### src/rtl/keypad_scanner.sv
// keypad_scanner: column-scanning controller for a 4x4 active-low matrix keypad.
// A free-running divider paces the scan. Each press is debounced and then held
// until a debounced release. A press produces at most one decoded one-clk pulse.
module keypad_scanner #(
    parameter int SCAN_DIV     = 100000,
    parameter int DEBOUNCE_CNT = 20
) (
    input  logic       clk,
    input  logic       rst_n,
    input  logic       row_1,
    input  logic       row_2,
    input  logic       row_3,
    input  logic       row_4,
    output logic       col_1,
    output logic       col_2,
    output logic       col_3,
    output logic       col_4,
    output logic       keydown_num,
    output logic       keydown_start,
    output logic       keydown_confirm,
    output logic       keydown_clear,
    output logic [3:0] num,
    output logic       key_held
);

    localparam int DIV_W = $clog2(SCAN_DIV);
    localparam int DEB_W = $clog2(DEBOUNCE_CNT + 1);
    localparam logic [DIV_W-1:0] DIV_LAST = DIV_W'(SCAN_DIV - 1);
    localparam logic [DEB_W-1:0] DEB_DONE = DEB_W'(DEBOUNCE_CNT);
    localparam logic [DEB_W-1:0] DEB_ONE  = DEB_W'(1);

    typedef enum logic [1:0] {
        SCAN,
        DEBOUNCE,
        HELD
    } state_e;

    typedef enum logic [2:0] {
        KEY_NONE,
        KEY_DIGIT,
        KEY_START,
        KEY_CONFIRM,
        KEY_CLEAR
    } key_kind_e;

    // Key classification from the 0-based (row, col) position.
    function automatic key_kind_e key_kind(input logic [1:0] r, input logic [1:0] c);
        key_kind_e k;
        k = KEY_NONE;
        if (c == 2'd3) begin
            case (r)
                2'd0:    k = KEY_START;
                2'd1:    k = KEY_CONFIRM;
                2'd2:    k = KEY_CLEAR;
                default: k = KEY_NONE;
            endcase
        end else if (r != 2'd3) begin
            k = KEY_DIGIT;
        end else if (c == 2'd1) begin
            k = KEY_DIGIT;
        end
        return k;
    endfunction

    // Digit value of a digit key: rows 1..3 hold 1..9, the bottom row holds 0.
    function automatic logic [3:0] key_digit(input logic [1:0] r, input logic [1:0] c);
        int v;
        if (r == 2'd3) v = 0;
        else           v = int'(r) * 3 + int'(c) + 1;
        return 4'(v);
    endfunction

    logic [3:0]       row_meta;
    logic [3:0]       row_sync;
    logic [3:0]       rows_low;
    logic             one_low;
    logic [1:0]       row_enc;

    logic [DIV_W-1:0] div_cnt;
    logic             tick;

    state_e           state_q, state_d;
    logic [1:0]       col_idx_q, col_idx_d;
    logic [3:0]       col_n_q;
    logic [1:0]       row_idx_q, row_idx_d;
    logic [DEB_W-1:0] deb_cnt_q, deb_cnt_d;
    logic [DEB_W-1:0] rel_cnt_q, rel_cnt_d;
    logic             accept;
    key_kind_e        accept_kind;
    logic [3:0]       accept_digit;

    logic             pulse_num_q, pulse_start_q, pulse_confirm_q, pulse_clear_q;
    logic [3:0]       num_q;

    // Two-flop synchronizer for the asynchronous rows; idle (pulled-up) after reset.
    // NOTE: clocked state always uses non-blocking assignments so every flop samples pre-edge values.
    always_ff @(posedge clk or negedge rst_n) begin
        if (!rst_n) begin
            row_meta <= 4'hF;
            row_sync <= 4'hF;
        end else begin
            row_meta <= {row_4, row_3, row_2, row_1};
            row_sync <= row_meta;
        end
    end

    // Scan tick divider: wraps at SCAN_DIV-1.
    always_ff @(posedge clk or negedge rst_n) begin
        if (!rst_n)              div_cnt <= '0;
        else if (div_cnt == DIV_LAST) div_cnt <= '0;
        else                     div_cnt <= div_cnt + DIV_W'(1);
    end

    assign tick     = (div_cnt == DIV_LAST);
    assign rows_low = ~row_sync;
    assign one_low  = $onehot(rows_low);

    // Encode the single low row (only used when exactly one row is low).
    // NOTE: every variable written here gets a default first, so no latch is inferred.
    always_comb begin
        row_enc = 2'd0;
        for (int i = 0; i < 4; i++) begin
            if (rows_low[i]) row_enc = 2'(i);
        end
    end

    // Next-state logic: scan, debounce a candidate, hold until a debounced release.
    always_comb begin
        state_d   = state_q;
        col_idx_d = col_idx_q;
        row_idx_d = row_idx_q;
        deb_cnt_d = deb_cnt_q;
        rel_cnt_d = rel_cnt_q;
        accept    = 1'b0;
        if (tick) begin
            case (state_q)
                SCAN: begin
                    if (one_low) begin
                        row_idx_d = row_enc;
                        deb_cnt_d = DEB_ONE;
                        if (DEB_ONE == DEB_DONE) begin
                            state_d   = HELD;
                            rel_cnt_d = '0;
                            accept    = 1'b1;
                        end else begin
                            state_d = DEBOUNCE;
                        end
                    end else begin
                        col_idx_d = col_idx_q + 2'd1;
                    end
                end
                DEBOUNCE: begin
                    if (!row_sync[row_idx_q]) begin
                        deb_cnt_d = deb_cnt_q + DEB_ONE;
                        if (deb_cnt_d == DEB_DONE) begin
                            state_d   = HELD;
                            rel_cnt_d = '0;
                            accept    = 1'b1;
                        end
                    end else begin
                        state_d   = SCAN;
                        col_idx_d = col_idx_q + 2'd1;
                    end
                end
                HELD: begin
                    if (row_sync[row_idx_q]) begin
                        rel_cnt_d = rel_cnt_q + DEB_ONE;
                        if (rel_cnt_d == DEB_DONE) begin
                            state_d   = SCAN;
                            rel_cnt_d = '0;
                            col_idx_d = col_idx_q + 2'd1;
                        end
                    end else begin
                        rel_cnt_d = '0;
                    end
                end
                default: state_d = SCAN;
            endcase
        end
    end

    // Decode of the key being accepted; the column is frozen, so col_idx_q is the key column.
    assign accept_kind  = key_kind(row_idx_d, col_idx_q);
    assign accept_digit = key_digit(row_idx_d, col_idx_q);

    // FSM, counters and registered column drive.
    always_ff @(posedge clk or negedge rst_n) begin
        if (!rst_n) begin
            state_q   <= SCAN;
            col_idx_q <= 2'd0;
            col_n_q   <= 4'b1110;
            row_idx_q <= 2'd0;
            deb_cnt_q <= '0;
            rel_cnt_q <= '0;
        end else begin
            state_q   <= state_d;
            col_idx_q <= col_idx_d;
            col_n_q   <= ~(4'b0001 << col_idx_d);
            row_idx_q <= row_idx_d;
            deb_cnt_q <= deb_cnt_d;
            rel_cnt_q <= rel_cnt_d;
        end
    end

    // One-clk keydown pulses and the held digit value.
    always_ff @(posedge clk or negedge rst_n) begin
        if (!rst_n) begin
            pulse_num_q     <= 1'b0;
            pulse_start_q   <= 1'b0;
            pulse_confirm_q <= 1'b0;
            pulse_clear_q   <= 1'b0;
            num_q           <= 4'd0;
        end else begin
            pulse_num_q     <= accept && (accept_kind == KEY_DIGIT);
            pulse_start_q   <= accept && (accept_kind == KEY_START);
            pulse_confirm_q <= accept && (accept_kind == KEY_CONFIRM);
            pulse_clear_q   <= accept && (accept_kind == KEY_CLEAR);
            if (accept && (accept_kind == KEY_DIGIT)) num_q <= accept_digit;
        end
    end

    assign col_1           = col_n_q[0];
    assign col_2           = col_n_q[1];
    assign col_3           = col_n_q[2];
    assign col_4           = col_n_q[3];
    assign keydown_num     = pulse_num_q;
    assign keydown_start   = pulse_start_q;
    assign keydown_confirm = pulse_confirm_q;
    assign keydown_clear   = pulse_clear_q;
    assign num             = num_q;
    assign key_held        = (state_q == HELD);

endmodule
### config.mk
export PLATFORM = sky130hd
export DESIGN_NAME = keypad_scanner
export DESIGN_NICKNAME = d
export VERILOG_FILES = /design/src/rtl/keypad_scanner.sv
export SDC_FILE = /design/constraint.sdc
export NUM_CORES = 1
export LEC_CHECK = 0
export CORE_MARGIN = 3
export CORE_UTILIZATION = 30
export DETAILED_ROUTE_END_ITERATION = 16
export PLACE_DENSITY = 0.45
export REMOVE_ABC_BUFFERS = 1
export SLEW_MARGIN = 40
export SYNTH_ARGS = -nofsm -noshare
export SYNTH_HDL_FRONTEND = slang
export SYNTH_SLANG_ARGS = --single-unit
### constraint.sdc
create_clock -name clk -period 5.7 [get_ports clk]
set_clock_uncertainty 0.1 [all_clocks]
set_input_delay 1.14 -clock clk [delete_from_list [all_inputs] [get_ports clk]]
set_output_delay 1.14 -clock clk [all_outputs]
set_load 0.02 [all_outputs]
# After elaboration in Yosys (flattened, before gate mapping)
# Index checks and enable logic that the tools add are counted.
[op_classes]
n_addsub = 9
mul = 1
n_lt_le_gt_ge = 1
n_eq_ne = 22
n_shift = 1
muxes = 38
n_bitwise = 2
reduce_logical = 11
[op_table]
columns = ["operator", "count"]
rows = [
  ["2-bit 2-to-1 mux", 15],
  ["5-bit 2-to-1 mux", 6],
  ["5-bit case mux with 2 select lines", 2],
  ["17-bit by 1-bit adder with 17-bit output, second input constant", 1],
  ["17-bit equality test, second input constant", 1],
  ["17-bit 2-to-1 mux", 1],
  ["2-bit case mux with 3 select lines", 2],
  ["5-bit by 1-bit adder with 5-bit output, second input constant", 2],
  ["5-bit equality test, second input constant", 2],
  ["3-bit case mux with 3 select lines", 1],
  ["2-bit equality test, second input constant", 4],
  ["1-bit 2-to-1 mux", 8],
  ["2-bit != test, second input constant", 4],
  ["4-bit NOT", 2],
  ["4-bit AND reduction", 2],
  ["2-bit by 1-bit equality test with 1-bit output, second input constant", 3],
  ["3-bit by 1-bit equality test with 1-bit output, second input constant", 2],
  ["3-bit by 2-bit equality test with 1-bit output, second input constant", 2],
  ["5-bit AND reduction", 1],
  ["1-bit by 1-bit adder with 2-bit output", 2],
  ["4-bit by 1-bit adder with 4-bit output, second input constant", 1],
  ["4-bit by 2-bit adder with 4-bit output", 1],
  ["1-bit logical AND", 4],
  ["2-bit zero test", 2],
  ["other kinds (12)", 14],
]
[totals]
register_bits = 53
input_bits = 6
output_inout_bits = 13
word_cells = 99

# Logic depth before layout (Yosys ltp)
[depth]
ltp_word = 12
depth_mapped = 16
ltp_nobuf = 16

# Worst setup path after synthesis
# No wires, ideal clock.
[synth_path]
kind = "reg-to-reg"
from = "register row_sync[3]"
to = "register num_q[3] (netlist: num[3])"
setup_ns = 0.125
t_arrival_ns = 4.000
slack_ns = 1.475
stages_incl_launch_ff = 17
n_path_buf = 0
period_less_slack_ns = 4.225
path_cell_list = "dfstp_2 > fa_1 > inv_1 > ha_1 > ha_1 > or3b_2 > nor3_1 > nand2_1 > mux2_2 > inv_1 > fa_1 > inv_1 > ha_1 > a21o_1 > a21oi_1 > nor2_1 > mux2_4"
[synth_via]
elab_chain_cells = 12
word_cells_on_any_way = 27
[synth_lines]
columns = ["item", "line_no", "text"]
rows = [
  ["from (decl)", "74", "logic [3:0] row_sync;"],
  ["from (signal assigned)", "103", "row_sync <= row_meta;"],
  ["4-bit NOT *", "115", "assign rows_low = ~row_sync;"],
  ["1-bit by 1-bit adder with 2-bit output (not written as such)", "116", "assign one_low = $onehot(rows_low);"],
  ["2-bit by 2-bit adder with 3-bit output (not written as such)", "116", ""],
  ["3-bit by 1-bit equality test with 1-bit output", "116", ""],
  ["2-bit 2-to-1 mux *", "138", "if (one_low) begin"],
  ["2-bit 2-to-1 mux *", "136", "case (state_q)"],
  ["2-bit 2-to-1 mux *", "135", "if (tick) begin"],
  ["net row_idx_d[1]", "85", "logic [1:0] row_idx_q, row_idx_d;"],
  ["branches (longest 5 deep; another with 2-bit by 2-bit multiplier with 4-bit output)", "-", ""],
  ["to (signal assigned)", "218", "if (accept && (accept_kind == KEY_DIGIT)) num_q <= accept_digit;"],
  ["to (decl)", "93", "logic [3:0] num_q;"],
]
# Mark *: on every way through the listed nets, which the timed path passes. The select of a mux whose other input is x is not followed.
# A chain may end at the register's enable or synchronous reset.

# Worst setup path after layout
# Same ends and word-level chain as after synthesis.

==> impl_metrics.toml <==
[run_status]
run_status = "completed"

[power_and_ir_drop]
internal-power_uw = 500
power.leakage_nw = 1.30
power_switching_uw = 138
power_frac_clock_pct = 36.4
vdd_ir_drop_max_v = 0.000109
p_seq_share_pct = 60.1
power_density_nw_per_um2 = 207
power_frac_comb_pct = 3.5
swShare_pct = 21.6

[synthesis]
synth_fa_ha_area_share_pct = 7.86
synthSimpleGateAreaFrac_pct = 18.9
avgSynthCellArea_um2 = 10.7
synth_commonest_cells = "dfrtp_1 (42), inv_1 (20), nor2_1 (19)"
synth-seq-cells = 53
yosys_warnings = 0
syn_area_um2 = 2670
yosysMostFrequentCell = "dfrtp_1"
synthTopCellsByArea = "dfrtp_1 (39%), dfstp_2 (11%), ha_1 (5.6%)"
synth_edf_count = 0
synth_top_area_share_pct = 39.3
synth_ff_type = "dfrtp_1"
yosysTopAreaCell = "dfrtp_1"
synth_top_family_by_area = "simple AND/OR/NAND/NOR gates"
synthXorXnorAreaFrac_pct = 6.22
async_reset_ff_share_pct = 100
synth_compound_area_share_pct = 8.98
synth_cell_types = 46
syn_inst = 249
ys_seq_area_share_pct = 50.1
synth.mux.area_fraction_pct = 4.35

[cts]
cts_tree = "yes"
holdBufCountCts = 0
clock-sinks = 53
insertion_delay_ns = 0.30
numCtsBuffers = 5
cts_setup_buffers = 0
clockRootBuffer = "clkbuf_8"
h-tree-depth = 2
clkTransAtPathRegs_ns = 0.09
cts_buffer_depth = 2
cts_resized = 0

[global_route]
grt_max_degree = 54
antenna_found_initial = 0
grt_pass1_wl_um = 8700
first_global_vias = 1757
grtUsageTotal_pct = 10.8
grt.overflow.total = 0

[place]
dp_hpwl_um = 3410
placed_area_um2 = 2980
dpl_worst_slack_ns = 1.23
io_buffers = 18
dpl.cell_count = 369
gp_congestion = 0.756

[floorplanning]
coreArea_um2 = 8420
ios = 19
die_width_um = 100
num_rows = 33
die_h_um = 100
die-area_um2 = 10100
start_util_pct = 31.7

[timing]
slew_headroom_pct = 54.2
setup_viol = 0
finalSetupTns_ns = 0
drv_slew = 0
post-route-period-util_pct = 78.2
fin_ws_ns = 1.24
tightest_slew_ns = 0.686
finalCriticalPeriod_ns = 4.46
rsz0062_at_grt = "false"
timing.fmax_mhz = 224
finalHoldViolations = 0

[route]
via_per_inst = 4.73
drt_first_iter_violations = 72
routed_wl_um = 4890
postRouteAntennaNets = 0
first_pass_iters = 4
routedWlPerCell_um = 13.0
drc_errors = 0
via_count = 1782

[final_layout]
syn2layout_area_growth_pct = 15.2
antennaDiodeCount = 0
final_nets = 292
fin_cells = 377
fill_cells = 864
fin_area_um2 = 3080
postLayoutCoreUtil_pct = 36.6
drive_above_1_share_pct = 14.0

[critical_path]
crit_required_ns = 5.79
cp.arrival_ns = 4.55
end_kind = "flop"
cp-start-kind = "flop"
worstSetupPathType = "flop to flop"
cp_max_fo = 7

[flow_run]
maxCapViolCount = 0

[hold_path]
hp-class = "flop to flop"
## cells by family after synthesis
family	after synthesis
and+or+nand+nor	92
AOI/OAI and AO/OA	37
adders and majority gates	15
muxes	8
DFF	53
xor gates and xnor gates	19
buffers and inverters	25
## sequential cells by signal, summed over array words and instances (netlist names), 2 cells and up
register and cells:
row_meta 4, rel_cnt_q 5, col_idx_q 2, row_idx_q 2, deb_cnt_q 5, row_sync 4
col_n_q 4, state_q 2, num 4, div_cnt 17
## cells in the final DEF (no fill, tap or decap), drive strengths merged, types with 2 or more instances in the layout
master	synthesis	routed
ha	12	12
clkdlybuf4s50	0	17
nand2	18	18
o21ai	16	16
nor3	12	12
buf	1	3
dfrtp	42	42
nand3	13	13
clkbuf	4	7
xor2	8	8
or3	2	2
a21oi	6	6
dfstp	11	11
mux2	7	7
nor2	19	19
nor2b	3	3
xnor2	11	11
or4	3	3
nor4	7	7
inv	20	20
a31oi	4	4
o31ai	2	2
nand4	5	5
fa	3	3
nand4bb	2	2
## worst max-delay path, stage by stage (launching register included)
cell and delay [ns]:
dfstp_2 0.58, fa_1 0.41, inv_1 0.06, ha_1 0.13
ha_1 0.21, or3b_2 0.51, nor3_1 0.21, nand2_1 0.20
mux2_2 0.38, inv_1 0.09, fa_1 0.55, inv_1 0.05
ha_1 0.26, a21o_1 0.15, a21oi_1 0.13, nor2_1 0.05
mux2_4 0.27
## routing by layer
| metal | up-vias | GRT usage, % | routed length [um] |
|---|---|---|---|
| li1 | 914 | - | - |
| met1 | 848 | 16.2 | 2650 |
| met2 | 15 | 15.4 | 2080 |
| met3 | 5 | 2.29 | 88 |
| met4 | 0 | 3.42 | 76 |
| met5 | - | 0 | 0 |
## path summary, 6_finish.rpt
path / to / slack [ns] / from / cells past startpoint
setup / recovery: num[3] / 1.24 / row_sync[3] / 16
hold / removal: row_sync[2] / 0.26 / row_meta[2] / 0
setup reg to reg: num[3] / 1.24 / row_sync[3] / 16
hold reg to reg: row_sync[2] / 0.26 / row_meta[2] / 0
max in group asynchronous: col_idx_q[0] / 4.19 / rst_n / 2
min in group asynchronous: div_cnt[4] / 0.85 / rst_n / 2
## power by group through the flow
stage                     registers (mW)  clock network, mW  logic (mW)
after floorplan                    0.390                  0     0.00953
after global placement             0.390                  0      0.0230
after detailed placement           0.390                  0      0.0232
after CTS                          0.383              0.243      0.0233
after global routing               0.384              0.262      0.0268
final                              0.383              0.232      0.0225
## layout make-up
| class | count | area [um^2] | share of cell area [%] |
|---|---|---|---|
| Clock buffer | 7 | 96.3 | 3.13 |
| Clock inverter | 1 | 5.00 | 0.162 |
| Inverter | 20 | 75.1 | 2.44 |
| Multi-Input combinational cell | 171 | 1240 | 40.3 |
| Sequential cell | 53 | 1340 | 43.5 |
| Tap cell | 105 | 131 | 4.26 |
| Timing Repair Buffer | 20 | 190 | 6.17 |
## through the flow
step                hold WS, ns  total power [mW]
detailed placement        0.249             0.413
CTS                       0.262             0.650
global placement          0.246             0.413
floorplan                 0.245             0.399
finish                    0.262             0.638
global route              0.269             0.673
Note: power is estimated with default switching activity, not from simulation.
==> variant 1, RTL diff (same flow settings) <==
Register the inputs `row_1`, `row_2`, `row_3` and `row_4` before use, cleared by the reset. The logic sees them one clock later.
--- a/src/rtl/keypad_scanner.sv
+++ b/src/rtl/keypad_scanner.sv
@@ -43,6 +43,25 @@
         KEY_CLEAR
     } key_kind_e;
 
+    logic row_1_q;
+    logic row_2_q;
+    logic row_3_q;
+    logic row_4_q;
+
+    always_ff @(posedge clk or negedge rst_n) begin
+        if (!rst_n) begin
+            row_1_q <= '0;
+            row_2_q <= '0;
+            row_3_q <= '0;
+            row_4_q <= '0;
+        end else begin
+            row_1_q <= row_1;
+            row_2_q <= row_2;
+            row_3_q <= row_3;
+            row_4_q <= row_4;
+        end
+    end
+
     // Key classification from the 0-based (row, col) position.
     function automatic key_kind_e key_kind(input logic [1:0] r, input logic [1:0] c);
         key_kind_e k;
@@ -99,7 +118,7 @@
             row_meta <= 4'hF;
             row_sync <= 4'hF;
         end else begin
-            row_meta <= {row_4, row_3, row_2, row_1};
+            row_meta <= {row_4_q, row_3_q, row_2_q, row_1_q};
             row_sync <= row_meta;
         end
     end
Function: no difference found for any inputs over 10 cycles, from zero or initial values and one cycle with rst_n low; that may be too few to reach the edited logic, so the function may still have changed.
==> variant 1 against the original RTL <==
Clock power grew 61%. Core utilization grew 0.56 points. Combinational power grew 8%. Wire length grew 3.4%. Critical endpoint unchanged. Non-clock buffer count grew 1. Largest power group unchanged. Worst setup slack gained 0.032 ns. Sequential cell count grew 4. Critical path depth is the same. Largest cell class unchanged. Design area grew 6.1%. Total power grew 27%. Synthesized area grew 2.7%. Sequential share of layout area grew 0.55 points.
==> variant 1: results (changes against the original RTL) <==
- Crit path DAT: 4.55 ns (about the same)
- Router iterations before antenna repair: 4 (unchanged)
- Initial antenna violation count: 0 (unchanged)
- Max Cap Viol: 0 (unchanged)
- Total Routing Usage GR: 0.112 (was 0.108)
- Synth warn: 0 (unchanged)
- Cells after DPL: 372 (was 369)
- Post-route ant nets: 0 (unchanged)
- Vias in the first global route: 1821 (was 1757)
- Gpl congestion: 0.713 (was 0.756)
- Commonest cells in the netlist: dfrtp_1 (46), nor2_1 (21), nand2_1 (20) (was dfrtp_1 (42), inv_1 (20), nor2_1 (19))
- Hold Crit Class: flop to flop (unchanged)
- Yosys cell types: 45 (was 46)
- Worst-Margin Slew: 0.565 ns (was 0.686 ns)
- Int Pwr: 624 uW (was 500 uW)
- Status: finished, final reports clean (unchanged)
- Clk buf depth: 2 (unchanged)
- Synthesized area per cell: 11.0 sq um (was 10.7 sq um)
- Largest net degree at the start of global routing: 58 (was 54)
- Post-CTS Resized: 0 (unchanged)
- Root Driver: clkbuf_8 (unchanged)
- Worst skew pair latency: 0.34 ns (was 0.30 ns)
- P_leak: 0.00140 uW (was 0.00130 uW)
- Dpl ws: 1.23 ns (about the same)
- Top flop regs: div_cnt x17, deb_cnt_q x5, rel_cnt_q x5 (unchanged)
- Number of buffer cells added on primary ports: 18 (unchanged)
- Post-DR wirelength/cell: 13.0 microns (about the same)
- DRT iter0 DRCs: 47 (was 72)
- First-pass GRT wire length: 8910 microns (was 8700 microns)
- Fillers: 874 (was 864)
- Crit path max fanout: 8 (was 7)
- DR vias: 1866 (was 1782)
- Share of cells above drive strength 1: 0.164 (was 0.140)
- Detailed placer's ending HPWL: 3440 microns (was 3410 microns)
- Final cell count without fillers: 389 (was 377)
- Antenna diodes: 0 (unchanged)
- H-tree levels: 3 (was 2)
- Register area share after synthesis: 0.525 (was 0.501)
- Largest cells by area after synthesis: dfrtp_1 (42%), dfstp_2 (11%), ha_1 (5.5%) (was dfrtp_1 (39%), dfstp_2 (11%), ha_1 (5.6%))
- Clk pin slew, worst setup/hold paths: 0.07 ns (was 0.09 ns)
- Setup Buffers After CTS: 0 (unchanged)
- Total CTS buffers: 9 (was 5)
- Post-layout nets: 297 (was 292)
- Maximum VDD drop: 148 uV (was 109 uV)
- Post-synth top flop: dfrtp_1 (unchanged)
- Async set-or-reset flop fraction in the synthesized netlist: 1.00 (unchanged)
variant 1: path summary, 6_finish.rpt:
| path | start | to | slack, ns | cells after the start |
|---|---|---|---|---|
| max in group asynchronous | rst_n | row_sync[3] | 4.24 | 3 |
| min in group asynchronous | rst_n | div_cnt[4] | 0.70 | 2 |
| min | row_1_q | row_meta[0] | 0.25 | 0 |
| max | row_sync[3] | num[3] | 1.27 | 16 |
| max reg2reg | row_sync[3] | num[3] | 1.27 | 16 |
| min reg2reg | row_1_q | row_meta[0] | 0.25 | 0 |
variant 1: metrics by stage:
stage | hold WS, ns | area, sq um
finish | 0.253 | 3270
global route | 0.257 | 3270
CTS | 0.255 | 3250
detailed placement | 0.238 | 3050
global placement | 0.236 | 3050
floorplan | 0.233 | 2720
variant 1: metal layers:
| metal | up-vias | track usage | wire, microns |
|---|---|---|---|
| li1 | 926 | - | - |
| met1 | 906 | 0.158 | 2600 |
| met2 | 27 | 0.157 | 2200 |
| met3 | 7 | 0.0310 | 174 |
| met4 | 0 | 0.0552 | 77 |
| met5 | - | 0 | 0 |
variant 1: cell type report:
cell class              instances  area [sq um]  share of cell area
inverters                      15          56.3              0.0172
well taps                     108           135              0.0413
clock buffers                  10           128              0.0390
multi-input cells             172          1230               0.377
clock inverters                 6          67.6              0.0207
repair buffers                 21           210              0.0643
flip-flops and latches         57          1440               0.440
variant 1: logic make-up (layout without fill, tap and decap cells):
kind of cell	count (synthesis)	in the layout	share of synthesized area
simple gates	98	98	0.200
flops	57	57	0.525
mux	8	8	0.0369
fa+ha+maj	15	15	0.0766
xor+xnor	19	19	0.0606
buf+inv	20	52	0.0287
compound gates	32	32	0.0729
variant 1: critical path, cell delays in order, from the launching register on:
cell	delay (ns)
dfstp_2	0.56
fa_1	0.41
inv_1	0.06
ha_1	0.14
ha_1	0.22
or3b_2	0.51
nor3_1	0.28
nand2_1	0.13
mux2_2	0.34
inv_1	0.10
fa_1	0.56
inv_1	0.06
ha_1	0.26
a21o_1	0.17
a21oi_1	0.13
nor2_1	0.05
mux2_2	0.25
variant 1: power groups by stage:
stage | Combinational (uW) | Sequential [uW] | Clock, uW
after floorplan | 9.11 | 420 | 0
after global placement | 23.1 | 421 | 0
after detailed placement | 23.7 | 421 | 0
after CTS | 23.9 | 413 | 388
after global routing | 29.3 | 414 | 408
final | 24.2 | 413 | 373
==> variant 2, RTL diff (same flow settings) <==
Made on the original files. `DEBOUNCE_CNT`: 20 -> 40.
--- a/src/rtl/keypad_scanner.sv
+++ b/src/rtl/keypad_scanner.sv
@@ -3,7 +3,7 @@
 // until a debounced release. A press produces at most one decoded one-clk pulse.
 module keypad_scanner #(
     parameter int SCAN_DIV     = 100000,
-    parameter int DEBOUNCE_CNT = 20
+    parameter int DEBOUNCE_CNT = 40
 ) (
     input  logic       clk,
     input  logic       rst_n,
Formal check against the unedited RTL: no difference found for any inputs over 10 cycles, from zero or initial values and one cycle with rst_n low; that may be too few to reach the edited logic, so the function may still have changed.
==> variant 2 against the original RTL <==
Wire length rose by 8.0%. Final cell count grew 12%. Synthesized area grew 7.3%. Worst setup slack got worse by 0.13 ns. Maximum frequency is 2.9% lower. Sequential cell count increased by 2. Synthesized cell count is 7.2% higher. Count of clock-buffer cells in the layout fell by 2. Via count rose by 8.5%. Design area is 7.1% higher. Non-clock buffer count did not move. Total power decreased by 0.51%. Highest routed layer unchanged.
==> variant 2: results (changes against the original RTL) <==
- Async set-or-reset flop fraction in the synthesized netlist: 1.00 (unchanged)
- Worst skew pair latency: 0.30 ns (about the same)
- # setup viols final: 0 (unchanged)
- Crit path DAT: 4.68 ns (was 4.55 ns)
- Maximum VDD drop: 92.0 uV (was 109 uV)
- Rel. slew slack: 0.467 (was 0.542)
- H-tree levels: 2 (unchanged)
- DRT iter0 DRCs: 72 (unchanged)
- Antenna diodes: 0 (unchanged)
- First-pass GRT wire length: 9350 microns (was 8700 microns)
- Detailed placer's ending HPWL: 3750 microns (was 3410 microns)
- Post-CTS Resized: 0 (unchanged)
- Clk pin slew, worst setup/hold paths: 0.09 ns (about the same)
- Top flop regs: div_cnt x17, deb_cnt_q x6, rel_cnt_q x6 (was div_cnt x17, deb_cnt_q x5, rel_cnt_q x5)
- Register area share after synthesis: 0.484 (was 0.501)
- Largest net degree at the start of global routing: 56 (was 54)
- Hold Crit Class: flop to flop (unchanged)
- Crit path max fanout: 6 (was 7)
- Post-layout nets: 315 (was 292)
- Vias per inst: 4.59 (was 4.73)
- Initial antenna violation count: 0 (unchanged)
- Vias in the first global route: 1970 (was 1757)
- Clk buf depth: 2 (unchanged)
- Status: finished, final reports clean (unchanged)
- Router iterations before antenna repair: 4 (unchanged)
- Routed WL: 5280 microns (was 4890 microns)
- Yosys cell types: 48 (was 46)
- Total CTS buffers: 5 (unchanged)
- Synth warn: 0 (unchanged)
- Largest cells by area after synthesis: dfrtp_1 (38%), dfstp_2 (10%), ha_1 (6.5%) (was dfrtp_1 (39%), dfstp_2 (11%), ha_1 (5.6%))
- P_leak: 0.00144 uW (was 0.00130 uW)
- Setup Buffers After CTS: 0 (unchanged)
- Gpl congestion: 0.779 (was 0.756)
- Root Driver: clkbuf_8 (unchanged)
- Number of buffer cells added on primary ports: 18 (unchanged)
- DP Area: 3210 sq um (was 2980 sq um)
- Cells after DPL: 413 (was 369)
- Final Cell Area: 3300 sq um (was 3080 sq um)
- Synth Instances: 267 (was 249)
- Commonest cells in the netlist: dfrtp_1 (44), nand2_1 (26), nor2_1 (26) (was dfrtp_1 (42), inv_1 (20), nor2_1 (19))
- DR vias: 1934 (was 1782)
- Share of cells above drive strength 1: 0.144 (was 0.140)
- Fillers: 958 (was 864)
- Total Routing Usage GR: 0.103 (was 0.108)
[variant 2: power by group]
part	switching [uW]	leakage [uW]	internal (uW)
Clock	131	0.0000483	87.0
Combinational	11.9	0.000674	7.33
Sequential	2.32	0.000716	395
Total	145	0.00144	490
[variant 2: stage by stage]
step | hold slack, ns | setup WS, ns
2_1_floorplan | 0.245 | 1.49
3_3_place_gp | 0.249 | 1.19
3_5_place_dp | 0.248 | 1.12
4_1_cts | 0.263 | 1.11
5_1_grt | 0.270 | 0.752
6_report | 0.262 | 1.11
[variant 2: worst max-delay path, cell delays in order, from the launching register on]
cell and delay [ns]:
dfstp_2 0.59, fa_1 0.41, inv_1 0.06, ha_1 0.13, ha_1 0.22, nor4b_1 0.58
nor3b_2 0.39, nor2_1 0.09, a31oi_1 0.48, fa_1 0.54, ha_1 0.28, a21o_1 0.17
a21oi_1 0.13, nor2_1 0.06, mux2_2 0.26
[variant 2: layout make-up]
cell class,count,share of cell area
Timing Repair Buffer,20,0.0577
Tap cell,129,0.0489
Clock buffer,5,0.0209
Clock inverter,3,0.00569
Sequential cell,55,0.421
Multi-Input combinational cell,196,0.431
Inverter,13,0.0148
[variant 2: final timing paths]
check,from,end,slack [ns],depth (start not counted)
setup / recovery,row_sync[3],num[3],1.11,14
hold / removal,row_meta[3],row_sync[3],0.26,0
setup reg to reg,row_sync[3],num[3],1.11,14
hold reg to reg,row_meta[3],row_sync[3],0.26,0
max in group asynchronous,rst_n,div_cnt[3],4.17,2
min in group asynchronous,rst_n,rel_cnt_q[5],0.86,2
[variant 2: layer usage]
metal,global-route usage,up-vias,share of wire
li1,-,995,-
met1,0.140,918,0.51
met2,0.168,19,0.46
met3,0.0224,2,0.029
met4,0.0256,0,0.0078
met5,0,-,0
[variant 2: kinds of logic (layout without fill, tap and decap cells)]
kind of cell	after synthesis	count (layout)	synth area share
xor gates and xnor gates	18	18	0.0549
buffers and inverters	16	41	0.0209
adders and majority gates	18	18	0.0863
muxes	16	16	0.0645
and+or+nand+nor	112	112	0.215
AOI/OAI and AO/OA	32	32	0.0737
DFF	55	55	0.484
